### config.mk
export PLATFORM = sky130hd
export DESIGN_NAME = bus_arbiter
export DESIGN_NICKNAME = d
export VERILOG_FILES = /design/src/rtl/bus_pkg.sv /design/src/rtl/bus_addr_decode.sv /design/src/rtl/bus_arbiter.sv
export SDC_FILE = /design/constraint.sdc
export NUM_CORES = 1
export LEC_CHECK = 0
export ABC_AREA = 1
export BUFFER_PORTS_ARGS = -buffer_cell sky130_fd_sc_hd__buf_2
export CAP_MARGIN = 20
export CORE_AREA = 2 2 121 123
export CTS_CLUSTER_SIZE = 14
export DETAILED_ROUTE_END_ITERATION = 8
export DIE_AREA = 0 0 123 125
export SYNTH_ARGS = -nofsm -noshare
export SYNTH_HDL_FRONTEND = slang
export SYNTH_SLANG_ARGS = --single-unit
### constraint.sdc
create_clock -name clk -period 2.35 [get_ports clk]
set_clock_uncertainty 0.2 [all_clocks]
set_input_delay 0.1175 -clock clk [delete_from_list [all_inputs] [get_ports clk]]
set_output_delay 0.1175 -clock clk [all_outputs]
set_load 0.02 [all_outputs]
### src/rtl/bus_pkg.sv
// Shared definitions for the data/peripheral bus: address map, arbiter owner
// encoding and per-master request/response bundles.
package bus_pkg;

  localparam int NUM_M         = 2;
  localparam int MAX_BURST_DEF = 4;

  localparam logic [31:0] DM_BEGIN  = 32'h0000_0000;
  localparam logic [31:0] DM_END    = 32'h0000_2FFF;
  localparam logic [31:0] TC0_BEGIN = 32'h0000_7F00;
  localparam logic [31:0] TC0_END   = 32'h0000_7F0B;
  localparam logic [31:0] TC1_BEGIN = 32'h0000_7F10;
  localparam logic [31:0] TC1_END   = 32'h0000_7F1B;
  localparam logic [31:0] PR_BEGIN  = 32'h0000_7F20;
  localparam logic [31:0] PR_END    = 32'h0000_7F23;

  typedef enum logic [1:0] {
    OWN_IDLE = 2'd0,
    OWN_M0   = 2'd1,
    OWN_M1   = 2'd2
  } owner_e;

  typedef struct packed {
    logic [31:0] addr;
    logic [31:0] wdata;
    logic [3:0]  byteen;
  } mreq_t;

  typedef struct packed {
    logic        ack;
    logic [31:0] rdata;
    logic        err;
  } mrsp_t;

  // Inclusive window test.
  function automatic logic in_win(input logic [31:0] a, input logic [31:0] lo,
                                  input logic [31:0] hi);
    return (a >= lo) && (a <= hi);
  endfunction

endpackage

### src/rtl/bus_addr_decode.sv
// Combinational address decoder for the shared bus windows; also used by the
// top-level bridge.
module bus_addr_decode
  import bus_pkg::*;
(
  input  logic [31:0] addr,
  output logic        hit_dm,
  output logic        hit_tc0,
  output logic        hit_tc1,
  output logic        hit_pr,
  output logic        mapped
);

  assign hit_dm  = in_win(addr, DM_BEGIN,  DM_END);
  assign hit_tc0 = in_win(addr, TC0_BEGIN, TC0_END);
  assign hit_tc1 = in_win(addr, TC1_BEGIN, TC1_END);
  assign hit_pr  = in_win(addr, PR_BEGIN,  PR_END);
  assign mapped  = hit_dm | hit_tc0 | hit_tc1 | hit_pr;

endmodule

### src/rtl/bus_arbiter.sv
// Two-master round-robin bus arbiter with bounded bursts, registered
// acknowledge/read data and unmapped-address error reporting.
module bus_arbiter
  import bus_pkg::*;
#(
  parameter int MAX_BURST = MAX_BURST_DEF
) (
  input  logic        clk,
  input  logic        reset,
  input  logic        m0_req,
  input  logic [31:0] m0_addr,
  input  logic [31:0] m0_wdata,
  input  logic [3:0]  m0_byteen,
  input  logic        m1_req,
  input  logic [31:0] m1_addr,
  input  logic [31:0] m1_wdata,
  input  logic [3:0]  m1_byteen,
  output logic        m0_gnt,
  output logic        m1_gnt,
  output logic        m0_ack,
  output logic        m1_ack,
  output logic [31:0] m0_rdata,
  output logic [31:0] m1_rdata,
  output logic        m0_err,
  output logic        m1_err,
  output logic [31:0] bus_addr,
  output logic [31:0] bus_wdata,
  output logic [3:0]  bus_byteen,
  input  logic [31:0] bus_rdata,
  output logic [1:0]  owner
);

  localparam int             CW      = $clog2(MAX_BURST + 1);
  localparam logic [CW-1:0]  CNT_MAX = CW'(MAX_BURST);

  mreq_t [NUM_M-1:0] mreq;
  mrsp_t [NUM_M-1:0] rsp;
  logic  [NUM_M-1:0] req, gnt;

  owner_e        state, state_d;
  logic          last, last_d;
  logic          k;
  logic [CW-1:0] cnt, cnt_d, cnt_inc;

  mreq_t      sel;
  logic       xfer;
  logic       dec_mapped, mapped;
  logic [3:0] hit;

  assign req     = {m1_req, m0_req};
  assign mreq[0] = '{addr: m0_addr, wdata: m0_wdata, byteen: m0_byteen};
  assign mreq[1] = '{addr: m1_addr, wdata: m1_wdata, byteen: m1_byteen};

  // Grant depends on registered owner and live req only, never on address.
  assign gnt[0] = (state == OWN_M0) && req[0];
  assign gnt[1] = (state == OWN_M1) && req[1];
  assign xfer   = |gnt;

  always_comb begin
    sel = '0;
    case (state)
      OWN_M0:  sel = mreq[0];
      OWN_M1:  sel = mreq[1];
      default: sel = '0;
    endcase
  end

  bus_addr_decode u_dec (
    .addr    (sel.addr),
    .hit_dm  (hit[0]),
    .hit_tc0 (hit[1]),
    .hit_tc1 (hit[2]),
    .hit_pr  (hit[3]),
    .mapped  (dec_mapped)
  );

  assign mapped = dec_mapped & (|hit);

  assign bus_addr   = sel.addr;
  assign bus_wdata  = sel.wdata;
  assign bus_byteen = (xfer && mapped) ? sel.byteen : 4'h0;

  // Burst count including the transfer happening this cycle, so the owner
  // gets exactly MAX_BURST grants before yielding.
  always_comb begin
    cnt_inc = cnt;
    if (xfer && (cnt != CNT_MAX)) cnt_inc = cnt + 1'b1;
  end

  always_comb begin
    state_d = state;
    k       = (state == OWN_M1);
    case (state)
      OWN_IDLE: begin
        if (req[0] && (!req[1] || last)) state_d = OWN_M0;
        else if (req[1])                 state_d = OWN_M1;
      end
      OWN_M0, OWN_M1: begin
        if (req[k] && ((cnt_inc < CNT_MAX) || !req[!k])) state_d = state;
        else if (req[!k])                                 state_d = k ? OWN_M0 : OWN_M1;
        else                                              state_d = OWN_IDLE;
      end
      default: state_d = OWN_IDLE;
    endcase
    cnt_d  = (state_d == state) ? cnt_inc : '0;
    last_d = xfer ? gnt[1] : last;
  end

  always_ff @(posedge clk or negedge reset) begin
    if (!reset) begin
      state <= OWN_IDLE;
      last  <= 1'b1;
      cnt   <= '0;
    end else begin
      state <= state_d;
      last  <= last_d;
      cnt   <= cnt_d;
    end
  end

  always_ff @(posedge clk or negedge reset) begin
    if (!reset) begin
      rsp <= '0;
    end else begin
      for (int i = 0; i < NUM_M; i++) begin
        rsp[i].ack   <= gnt[i];
        rsp[i].rdata <= (gnt[i] && mapped) ? bus_rdata : 32'h0;
        rsp[i].err   <= gnt[i] && !mapped;
      end
    end
  end

  assign m0_gnt   = gnt[0];
  assign m1_gnt   = gnt[1];
  assign m0_ack   = rsp[0].ack;
  assign m1_ack   = rsp[1].ack;
  assign m0_rdata = rsp[0].rdata;
  assign m1_rdata = rsp[1].rdata;
  assign m0_err   = rsp[0].err;
  assign m1_err   = rsp[1].err;
  assign owner    = state;

endmodule
==> reports/qor.yml <==
outcome:
  status: "finished, violations left"
  violations: "setup timing"
pwr:
  p_per_area_nw_per_um2: 1110
  p_leak_nw: 4.19
  power_frac_comb: 0.643
  fin_total_pwr_mw: 7.96
  power.switching_mw: 3.59
  clockPowerShare: 0.167
  switching_share: 0.452
  irDropWorstVdd_mv: 0.573
  pwr-share-seq: 0.191
  power.internal_mw: 4.37
place:
  dp_hpwl_um: 10700
  placed_area_sq_um: 6060
  post-place-ws_ps: -148
  place_congestion: 0.775
  portBuffers: 311
layout:
  post_route_cells_drive_above_1_share: 0.512
  syn_to_final_growth_pct: 83.5
  fill_cells: 1387
  nets: 1069
  n_antenna_cell: 0
  fin_area_sq_um: 7160
grt:
  grt_usage: 0.184
  grt_pass1_wl_um: 22200
  grt_max_degree: 75
  antenna_found_initial: 0
  grt_pass1_vias: 4487
  grt-ovfl-total: 0
yosys:
  synth.largest_area_cell: "dfrtp_1"
  synth.area.top_cells: "dfrtp_1, nand2_1, nor2_1"
  avgSynthCellArea_sq_um: 7.73
  synth_seq_cells: 74
  synth_ff_type: "dfrtp_1"
  seq_area_frac_synth: 0.475
  syn_inst: 505
  synth-edff-count: 0
  synth_common_cells: "nand2_1, nor2_1, dfrtp_1"
  async_flop_share: 1.00
  yosysMostFrequentCell: "nand2_1"
  synth_cell_types: 27
  syn_area_sq_um: 3900
  synth_top_area_frac: 0.468
  synth_warnings: 0
  syn_nets: 683
critical_path:
  cpPeakStageDelay_ps: 420
  slowest_stage: "dfrtp_2"
  crit_required_ps: 2030
  crit_buf_inv: 4
  cp-end-kind: "output port"
  arrival_ps: 2360
  startpoint_type: "flip-flop"
  path_common_cell: "nor2_4"
  critPathKind: "flip-flop to output port"
  crit_fanout: 6
  path_cells: "inv_4, ha_4, buf_8, a22o_1, inv_2, nor2_4, or3_4, nand2_4, nand3_4, nor2_4, buf_6"
  path_delay_family: "simple AND/OR/NAND/NOR gates"
timing:
  finalSetupViolCount: 68
  rsz0062_at_grt: "yes"
  maxSlewHeadroom: 0.750
  setup_ws_ps: -323
  tightest_slew_ps: 375
  period_share: 1.14
  max_freq_mhz: 374
  min_period_ps: 2670
  drv_slew: 0
  finalHoldViolCount: 0
drt:
  detail_route.iter0.violations: 190
  routed_wl_um: 14800
  drtPass1Iterations: 4
  drc: 0
  via_per_inst: 4.31
  wl_per_cell_um: 13.7
  antenna_left: 0
  num_vias: 4655
clock_network:
  path_clk_slew_ps: 60
  cts_buffer_depth: 2
  numCtsBuffers: 9
  htreeDepth: 3
  clock_latency_ps: 320
  cts-root-buf: "clkbuf_16"
  cts_num_sinks: 74
  cts_tree: "yes"
flow_run:
  cap_violations: 0
floorplanning:
  dieArea_sq_um: 15400
  die_y_um: 125
  io_pins: 312
  initial_core_util: 0.275
  rows: 44
  coreArea_sq_um: 14200
  fp.dieW_um: 123
hold_path:
  min_path_type: "primary input to asynchronous set/reset pin"
## metal layers
| metal | track usage | part of all wire | vias up |
|---|---|---|---|
| met5 | 0 | 0 | - |
| met4 | 0.0434 | 0.014 | 0 |
| met3 | 0.0310 | 0.065 | 16 |
| met2 | 0.327 | 0.49 | 199 |
| met1 | 0.229 | 0.43 | 2109 |
| li1 | - | - | 2331 |
## worst paths after layout
path | to | depth (start not counted) | slack, ps | startpoint
setup / recovery | bus_byteen[3] | 11 | -320 | owner[0]$_DFF_PN0_
hold / removal | m0_rdata[16]$_DFF_PN0_ | 3 | 160 | reset
setup reg to reg | m0_rdata[31]$_DFF_PN0_ | 13 | -260 | owner[0]$_DFF_PN0_
hold reg to reg | last$_DFFE_PN1P_ | 2 | 270 | last$_DFFE_PN1P_
max in group asynchronous | last$_DFFE_PN1P_ | 3 | 1460 | reset
min in group clk | last$_DFFE_PN1P_ | 2 | 270 | last$_DFFE_PN1P_
## layout by cell type, fill, tap and decap left out, drive strengths merged, types with 2 or more instances in the layout
cell type,instances
clkinv,4
nand4,4
dlygate4sd3,35
ha,6
a21oi,47
o22ai,2
o21ai,4
a22o,20
nand3,14
inv,73
nand2,139
dfrtp,73
nor2,90
buf,366
clkbuf,10
## per-stage QoR
stage	TNS, ps	util	hold slack, ps	instances
after floorplan	-1120	-	-378	505
after global placement	-3840	0.427	-22.4	1013
after detailed placement	-8610	0.427	-24.3	1013
after CTS	-15340	0.499	170	1078
after global routing	-22280	0.504	224	1080
final	-12510	0.504	160	1080
## power groups by stage
stage | sequential (mW) | clock, mW | combinational, mW
2_1_floorplan | 1.72 | 0 | 2.80
3_3_place_gp | 1.53 | 0 | 4.51
3_5_place_dp | 1.53 | 0 | 4.51
4_1_cts | 1.52 | 1.35 | 5.01
5_1_grt | 1.53 | 1.41 | 5.54
6_report | 1.52 | 1.33 | 5.12
## flip-flops by register name, indices dropped and copies added (netlist names)
name / flops
last: 1
m0_rdata: 32
m0_ack: 1
owner: 2
m1_err: 1
cnt: 3
m1_rdata: 32
m0_err: 1
m1_ack: 1
## layout make-up
type	count	area, sq um	area share
Clock buffer	10	229	0.0320
Clock inverter	6	65.1	0.00909
Inverter	73	292	0.0407
Multi-Input combinational cell	331	1880	0.263
Sequential cell	74	1860	0.259
Tap cell	184	230	0.0322
Timing Repair Buffer	402	2610	0.364
## tightest hold or removal path: stages
cell	delay, ps
dlygate4sd3_1	520
buf_2	120
buf_12	330
## logic make-up after synthesis
kind of cell	count (synthesis)	synth area share
AND/OR/NAND/NOR	250	0.263
buffers and inverters	100	0.123
AO/OA/AOI/OAI	74	0.117
flip-flops	74	0.475
adder cells (fa/ha/maj)	6	0.0192
XOR/XNOR	1	0.00225
## timing repair
action                                  4_1_cts  5_1_grt
hold endpoints to repair                    140        0
hold buffers                                 35        0
endpoints found under the setup margin       81       98
buffers inserted                              8        3
pin swaps                                     8       15
resized for setup                            39       25
gates cloned                                  6        0
Power figures use the tool's default switching activity.
